File: src/rtl/write_port.sv
// Write side of the 32 x 32-bit architectural register file: a valid/ready write
// port staged through a one-entry pending buffer that commits on the next unstalled edge.
module write_port (
    input  logic        clock,
    input  logic        ctrl_reset_n,
    input  logic        WR_VALID,
    input  logic [4:0]  WR_REG,
    input  logic [31:0] DATA_WRITE,
    input  logic        HOLD,
    output logic        WR_READY,
    output logic        PEND_VALID,
    output logic [4:0]  PEND_REG,
    output logic [31:0] PEND_DATA,
    output logic [15:0] WR_COUNT,
    output logic [31:0] Q0,
    output logic [31:0] Q1,
    output logic [31:0] Q2,
    output logic [31:0] Q3,
    output logic [31:0] Q4,
    output logic [31:0] Q5,
    output logic [31:0] Q6,
    output logic [31:0] Q7,
    output logic [31:0] Q8,
    output logic [31:0] Q9,
    output logic [31:0] Q10,
    output logic [31:0] Q11,
    output logic [31:0] Q12,
    output logic [31:0] Q13,
    output logic [31:0] Q14,
    output logic [31:0] Q15,
    output logic [31:0] Q16,
    output logic [31:0] Q17,
    output logic [31:0] Q18,
    output logic [31:0] Q19,
    output logic [31:0] Q20,
    output logic [31:0] Q21,
    output logic [31:0] Q22,
    output logic [31:0] Q23,
    output logic [31:0] Q24,
    output logic [31:0] Q25,
    output logic [31:0] Q26,
    output logic [31:0] Q27,
    output logic [31:0] Q28,
    output logic [31:0] Q29,
    output logic [31:0] Q30,
    output logic [31:0] Q31
);

    // Register 0 is hardwired to zero, so only 1..31 are stored.
    logic [31:0] regs_q [1:31];
    logic [31:0] regs_d [1:31];
    logic        pend_valid_q, pend_valid_d;
    logic [4:0]  pend_reg_q,   pend_reg_d;
    logic [31:0] pend_data_q,  pend_data_d;
    logic [15:0] wr_count_q,   wr_count_d;

    logic        accept;
    logic        commit;
    logic [31:1] wr_sel;

    assign WR_READY = !pend_valid_q || !HOLD;
    assign accept   = WR_VALID && WR_READY;
    assign commit   = pend_valid_q && !HOLD;

    always_comb begin
        pend_valid_d = pend_valid_q;
        pend_reg_d   = pend_reg_q;
        pend_data_d  = pend_data_q;
        wr_count_d   = wr_count_q;
        wr_sel       = '0;

        // An accept on a commit edge refills the buffer, so accept wins over clear.
        if (accept) begin
            pend_valid_d = 1'b1;
            pend_reg_d   = WR_REG;
            pend_data_d  = DATA_WRITE;
        end else if (commit) begin
            pend_valid_d = 1'b0;
        end

        for (int k = 1; k < 32; k++) begin
            wr_sel[k] = commit && (pend_reg_q == 5'(k));
        end

        if (|wr_sel) begin
            wr_count_d = wr_count_q + 16'd1;
        end

        for (int k = 1; k < 32; k++) begin
            regs_d[k] = wr_sel[k] ? pend_data_q : regs_q[k];
        end
    end

    // NOTE: the register array is reset explicitly because architectural state must read zero after reset.
    always_ff @(posedge clock or negedge ctrl_reset_n) begin
        if (!ctrl_reset_n) begin
            pend_valid_q <= 1'b0;
            pend_reg_q   <= '0;
            pend_data_q  <= '0;
            wr_count_q   <= '0;
            for (int k = 1; k < 32; k++) begin
                regs_q[k] <= '0;
            end
        end else begin
            pend_valid_q <= pend_valid_d;
            pend_reg_q   <= pend_reg_d;
            pend_data_q  <= pend_data_d;
            wr_count_q   <= wr_count_d;
            for (int k = 1; k < 32; k++) begin
                regs_q[k] <= regs_d[k];
            end
        end
    end

    assign PEND_VALID = pend_valid_q;
    assign PEND_REG   = pend_reg_q;
    assign PEND_DATA  = pend_data_q;
    assign WR_COUNT   = wr_count_q;

    assign Q0  = '0;
    assign Q1  = regs_q[1];
    assign Q2  = regs_q[2];
    assign Q3  = regs_q[3];
    assign Q4  = regs_q[4];
    assign Q5  = regs_q[5];
    assign Q6  = regs_q[6];
    assign Q7  = regs_q[7];
    assign Q8  = regs_q[8];
    assign Q9  = regs_q[9];
    assign Q10 = regs_q[10];
    assign Q11 = regs_q[11];
    assign Q12 = regs_q[12];
    assign Q13 = regs_q[13];
    assign Q14 = regs_q[14];
    assign Q15 = regs_q[15];
    assign Q16 = regs_q[16];
    assign Q17 = regs_q[17];
    assign Q18 = regs_q[18];
    assign Q19 = regs_q[19];
    assign Q20 = regs_q[20];
    assign Q21 = regs_q[21];
    assign Q22 = regs_q[22];
    assign Q23 = regs_q[23];
    assign Q24 = regs_q[24];
    assign Q25 = regs_q[25];
    assign Q26 = regs_q[26];
    assign Q27 = regs_q[27];
    assign Q28 = regs_q[28];
    assign Q29 = regs_q[29];
    assign Q30 = regs_q[30];
    assign Q31 = regs_q[31];

endmodule

File: config.mk
export PLATFORM = sky130hd
export DESIGN_NAME = write_port
export DESIGN_NICKNAME = d
export VERILOG_FILES = /design/src/rtl/write_port.sv
export SDC_FILE = /design/constraint.sdc
export NUM_CORES = 1
export LEC_CHECK = 0
export BUFFER_PORTS_ARGS = -buffer_cell sky130_fd_sc_hd__buf_2
export CORE_AREA = 2 2 441 443
export CTS_BUF_LIST = sky130_fd_sc_hd__clkbuf_4 sky130_fd_sc_hd__clkbuf_8
export CTS_CLUSTER_SIZE = 24
export DETAILED_ROUTE_END_ITERATION = 8
export DIE_AREA = 0 0 443 445
export GPL_TIMING_DRIVEN = 0
export HOLD_SLACK_MARGIN = 0.12
export SETUP_SLACK_MARGIN = 0.5
export SLEW_MARGIN = 20
export SYNTH_ARGS = -nofsm -noshare
export SYNTH_HDL_FRONTEND = slang
export SYNTH_SLANG_ARGS = --single-unit
File: constraint.sdc
create_clock -name clock -period 4.1 [get_ports clock]
set_input_delay 0.82 -clock clock [delete_from_list [all_inputs] [get_ports clock]]
set_output_delay 0.82 -clock clock [all_outputs]
set_load 0.02 [all_outputs]
Word level (Yosys, flattened, before mapping) --
Cells that the tools add are included. Widths: inputs -> output; s select.
Operators by class: equality and inequality tests 31, $add $sub $neg 1, $lt $le $gt $ge 0, divide/modulo/power cells 0, multiply operators 0, shift operators 0, reductions and logical operators 38, bitwise operators 0, multiplexer cells 2
Operator list (count):
- $eq 5x5->1 const B | 16
- $eq 5x4->1 const B | 8
- $logic_and 1x1->1 | 33
- $reduce_or 31->1 | 1
- $eq 5x3->1 const B | 4
- $add 16x1->16 const B | 1
- $eq 5x2->1 const B | 2
- $eq 5x1->1 const B | 1
- $logic_not 1->1 | 2
- $mux 1 | 2
- $reduce_bool 2->1 | 1
- $logic_or 1x1->1 | 1
Word-level totals: input port bits 41, bits in writable memories 0, bits in read-only memories 0, register bits 1046, output and inout bits 1079, memories kept 0, latch bits 0

Logic depth before layout (Yosys ltp) --
depth after elaboration 4, depth in mapped cells 7, mapped depth without buffers 4

Worst setup path after synthesis --
OpenSTA, ideal clock, no wires.
path type input port to flip-flop, start in HOLD, end reg pend_data_q[26] (netlist: PEND_DATA[26]), library setup time 0.125 ns, data arrival time 2.200 ns, slack 1.775 ns, required time 3.975 ns, cell stages on the path 5, path through nand2_1 -> and2_1 -> clkbuf_1 -> buf_1 -> mux2_2
On the way: word-level cells in the longest chain between the ends 3
RTL lines:
- start: declaration | line 9 | input logic HOLD,
- $logic_not 1->1 | line 61 | assign WR_READY = !pend_valid_q || !HOLD;
- $logic_or 1x1->1 | line 61
- $logic_and 1x1->1 | line 62 | assign accept = WR_VALID && WR_READY;
- end signal: assignment | line 107 | pend_data_q <= pend_data_d;
- end: declaration | line 54 | logic [31:0] pend_data_q, pend_data_d;
No other way between the ends. A chain may end at the register's enable or synchronous reset.

Worst setup path after layout --
start reg pend_valid_q (netlist: PEND_VALID), end reg regs_q, in the netlist Q30[15]
On the way: word-level cells in the longest chain between the ends 2
RTL lines:
- start: declaration | line 52 | logic pend_valid_q, pend_valid_d;
- start signal: assignment | line 105 | pend_valid_q <= pend_valid_d;
- $logic_and 1x1->1 | line 63 | assign commit = pend_valid_q && !HOLD;
- $logic_and 1x1->1 | line 82 | wr_sel[k] = commit && (pend_reg_q == 5'(k));
- end signal: indexed assignment | line 110 | regs_q[k] <= regs_d[k];
- end: declaration | line 50 | logic [31:0] regs_q [1:31];
No other way between the ends.

==> flow_results.org <==
** Setup path
- Reg-to-reg slack, setup :: 0.68 ns
- The most numerous cell type found on the critical path is sky130_fd_sc_hd__buf_2.
- The startpoint identified for the worst register-to-register timing path is PEND_VALID.
- The number of cells on the worst reg-to-reg path is 6.
- Endpoint class of the critical path :: register
- The cell family contributing the most delay on the critical path is simple AND/OR/NAND/NOR gates.
- STA classifies the critical path startpoint as a register.
- For this design, the slowest cell found on the critical path is sky130_fd_sc_hd__nor2_1.
- Counting both buffers and inverters, the worst setup path holds a total of 2.
- Delay of the slowest critical-path stage :: 0.88 ns
- Required time at the endpoint of the critical path :: 4.83 ns
- Critical path depth in cells :: 6
- Along the worst path, the maximum fanout reaches 10.
- CP Cell Sequence :: nor2b_1 > buf_2 > nand4_1 > nor2_1 > buf_2 > mux2_2
- Kind of critical path :: reg -> reg
- Arrival @ worst endpoint :: 4.16 ns
- In this run the critical register-to-register path is captured at Q30[15].

** Final layout
- FF+latch area :: 26180 µm²
- The multi-input combinational cells in the finished layout cover a total of ~12000 µm².
- In the final layout, the share of cells above drive strength 1 is 0.6432.
- Post-synthesis to final-layout area growth :: 34.10%
- Counting the fill cells in the layout gives 19890.
- Fin nets :: 3800

** Timing
- Count of final max-slew check failures :: 0
- Measured against its own limit, the worst slew margin works out to 0.2489.
- RSZ-0062 raised after global routing :: no
- Final setup viols :: 0
- Period minus WS final :: 3.422 ns
- Final critical-path share of the clock period :: 0.8346
- For the pin with the worst max-slew slack, the measured transition is ~1.1 ns.
- Hold Violations, Final :: 0
- Setup slack on the critical path of the routed design comes to 0.6781 ns.
- Final sum of negative setup slack :: 0 ns
- Worst setup skew after layout :: ~0.054 ns
- For this run, the top clock speed supported by timing is about 0.29 GHz.

** Synth
- The largest total area in the synthesized netlist belongs to sky130_fd_sc_hd__dfrtp_1.
- Count leader, synth :: sky130_fd_sc_hd__dfrtp_1
- Post-Synthesis Cells :: ~2400
- In the synthesized netlist the async set-or-reset flop fraction comes to 1.000.
- Synth Warn # :: 0
- Synthesis instantiated 32 different standard cells from the library.
- Netlist area before placement :: 39460 µm²
- Of the synthesized area, sequential elements account for 0.6634.
- Post-synthesis average cell area :: 16.36 µm²
- Number of register bits inferred by synthesis :: 1046
- Yosys mapped a number of flops with a built-in enable equal to 0.
- Of the post-synthesis cell area, the dominant cell type holds 0.6634.
- The commonest cells after synthesis are 1046 x sky130_fd_sc_hd__dfrtp_1, 965 x sky130_fd_sc_hd__mux2_2, 110 x sky130_fd_sc_hd__clkbuf_1.
- In the synthesized netlist the dominant register cell turns out to be sky130_fd_sc_hd__dfrtp_1.
- Yosys attributes the largest share of cell area to sky130_fd_sc_hd__dfrtp_1 66%, sky130_fd_sc_hd__mux2_2 28%, sky130_fd_sc_hd__mux2_1 1.8%.

** Global routing
- Met3 track utilization from global routing :: 0.04120
- After global routing, the most crowded layer is met2.
- Across every metal layer, demand over resource in global routing totals 0.1663.
- Entering global routing, the biggest net connects 147 pins.
- Final global-route overflow total :: 0
- Via count of the first global-routing pass :: 27050
- The initial antenna violation count is 17.
- For met2 alone, demand over resource in global routing was 0.2968.
- Global-route wire length before repair :: between 200 and 250 mm
- In the global route stage, met1 resource usage came out at 0.1899.

** Clock network
- Clock root buffer :: sky130_fd_sc_hd__clkbuf_8
- Counting every sink on the clock net gives between 1000 and 1500.
- Counting the buffers created by CTS gives 180.
- H-tree lvl count :: 4
- CTS tree :: done
- Clock transition at the registers of the reported paths :: 0.06 ns
- No sink is reached through more buffers than the 3 on the longest clock path.
- Once the clock tree was built, the setup fixing pass inserted 0 buffers.
- Clk_lat worst skew :: 0.90 ns

** Die
- The total area inside the core boundary comes to 192000 µm².
- The floorplan has 161 rows.
- The initial utilization of the core area, before any placement, comes to 0.2055.
- Measured along the y axis, the die boundary spans about 450 µm.
- ~1100 I/O pins were placed.
- The die is ~440 µm wide.
- Area of the die :: 197100 µm²

** Place
- Post-DP HPWL :: 130.1 mm
- Final Wtd Congestion :: 0.8151
- OpenSTA, run right after detailed placement, puts the worst setup slack at 0.1839 ns.
- The count of buffers added on input and output ports is 1087.

** Power
- Summed over all cells, the static leakage comes to 27.58 nW.
- Summed over all nets, the switching power comes to between 15 and 20 mW.
- Power spread over the standard cell area amounts to 777.0 nW/µm².
- VDD sags by at most around 0.40 mV.
- The design draws 41.11 mW.
- Of the total power, combinational logic draws 0.353.
- Internal power comes to 25.16 mW.
- Clk network pwr share :: 0.256
- Share of power burned in registers :: 0.391
- Of the total power, the share spent switching nets is 0.3880.

** Status
- Result of the run :: completed

** Job
- Max-cap violations in this run came to 0.

** Min path
- Worst hold path cell count :: 2
- The worst hold path belongs to the class in -> reg.
- Hold worst-path end :: PEND_REG[1]
- Critical hold path startpoint :: WR_REG[1]

** Drt
- Number of violations reported at the end of detailed-routing iteration 0 :: 1530
- DR pass1 iterations :: 5
- Total length of routed wires :: 169.7 mm
- Total DRC errors in the routed layout :: 0
- Via-per-instance ratio :: slightly above 4
- The detailed router placed about 26000 vias in this run.
- After detailed routing, the average wire length per cell comes to ~26 µm.
- The detail route stage leaves a number of antenna-violating nets equal to 0.
==> metrics by stage <==
| stage | hold slack [ns] | instance area [µm²] | util | cells |
|---|---|---|---|---|
| after floorplan | 0.5244 | 39570 | - | 2442 |
| after global placement | 0.4622 | 48170 | 0.2509 | 6055 |
| after detailed placement | 0.4606 | 48500 | 0.2526 | 6066 |
| after CTS | 0.1486 | 52880 | 0.2755 | 6424 |
| after global routing | 0.1753 | 52890 | 0.2755 | 6426 |
| final | 0.2728 | 52910 | 0.2756 | 6435 |
==> worst register-to-register path, stage by stage (launching register included) <==
cell                      delay [ns]
sky130_fd_sc_hd__dfrtp_1        0.70
sky130_fd_sc_hd__nor2b_1        0.20
sky130_fd_sc_hd__buf_2          0.20
sky130_fd_sc_hd__nand4_1        0.41
sky130_fd_sc_hd__nor2_1         0.88
sky130_fd_sc_hd__buf_2          0.50
sky130_fd_sc_hd__mux2_2         0.38
==> cell families (layout without fill, tap and decap cells) <==
kind of cell / Yosys count / after routing / synth area share
xor gates and xnor gates: 15 / 15 / 0.003330
DFF: 1046 / 1046 / 0.6634
adders and majority gates: 1 / 1 / 0.0003171
muxes: 1029 / 1029 / 0.2937
AOI/OAI and AO/OA: 5 / 5 / 0.0008245
buffers and inverters: 237 / 1693 / 0.02778
and+or+nand+nor: 77 / 77 / 0.01056
other: 1 / 43 / 0.00009504
==> routing by layer <==
layer / vias to the layer above / wire, µm
met4: 0 / 6479
met3: 256 / 10100
met2: 939 / 88070
met1: 14010 / 65000
met5: - / 0
li1: 11110 / -
==> how the worst max path moves through the flow <==
stage                 startpoint  slack [ns]       endpoint
floorplan                   HOLD        1.78  PEND_DATA[26]
detailed placement          HOLD        0.18        Q31[17]
CTS                   PEND_VALID        0.59         Q7[15]
finish                PEND_VALID        0.68        Q30[15]
global placement    ctrl_reset_n      -20.78         Q21[7]
global route          PEND_VALID        0.54        Q30[18]
==> cell usage in the layout (no fill, tap or decap), types with 3 or more instances in the layout <==
cell	count
sky130_fd_sc_hd__nor2b_1	5
sky130_fd_sc_hd__bufinv_16	6
sky130_fd_sc_hd__clkinv_4	3
sky130_fd_sc_hd__mux2_1	64
sky130_fd_sc_hd__mux2_2	965
sky130_fd_sc_hd__nand4_1	9
sky130_fd_sc_hd__dfrtp_1	1046
sky130_fd_sc_hd__clkbuf_8	228
sky130_fd_sc_hd__clkbuf_4	53
sky130_fd_sc_hd__clkbuf_2	10
sky130_fd_sc_hd__inv_12	4
sky130_fd_sc_hd__conb_1	32
sky130_fd_sc_hd__nand2b_1	3
sky130_fd_sc_hd__clkinvlp_4	3
sky130_fd_sc_hd__buf_16	10
sky130_fd_sc_hd__dlygate4sd3_1	36
sky130_fd_sc_hd__and3_1	4
sky130_fd_sc_hd__nand3_1	10
sky130_fd_sc_hd__clkinv_2	17
sky130_fd_sc_hd__nand2_1	20
sky130_fd_sc_hd__nor2_1	12
sky130_fd_sc_hd__buf_2	1160
sky130_fd_sc_hd__diode_2	11
sky130_fd_sc_hd__xnor2_1	13
sky130_fd_sc_hd__clkbuf_1	100
sky130_fd_sc_hd__buf_4	32
sky130_fd_sc_hd__buf_1	19
sky130_fd_sc_hd__inv_8	3
==> timing repair <==
action,in CTS,in global routing
hold buffers,36,0
gates resized for setup,2,0
setup endpoints to repair,19,0
hold endpoints to repair,100,0
==> cell type report <==
class                   instances  area share
multi-input cells            1159      0.2326
diodes                         11   0.0005203
repair buffers               1134      0.1154
plain buffers                 235     0.02093
clock inverters                41    0.009128
inverters                       2   0.0001419
flip-flops and latches       1046      0.4947
clock buffers                 281     0.06683
well taps                    2526     0.05974
==> power by group through the flow <==
stage / combinational, mW / sequential, mW / clock, mW
after floorplan: 3.57 / 20.5 / 0
after global placement: 14.5 / 16.1 / 0
after detailed placement: 14.7 / 16.3 / 0
after CTS: 14.7 / 16.1 / 10.8
after global routing: 15.2 / 16.5 / 11.2
final: 14.5 / 16.1 / 10.5
No activity file was read; power rests on OpenSTA's default activity.
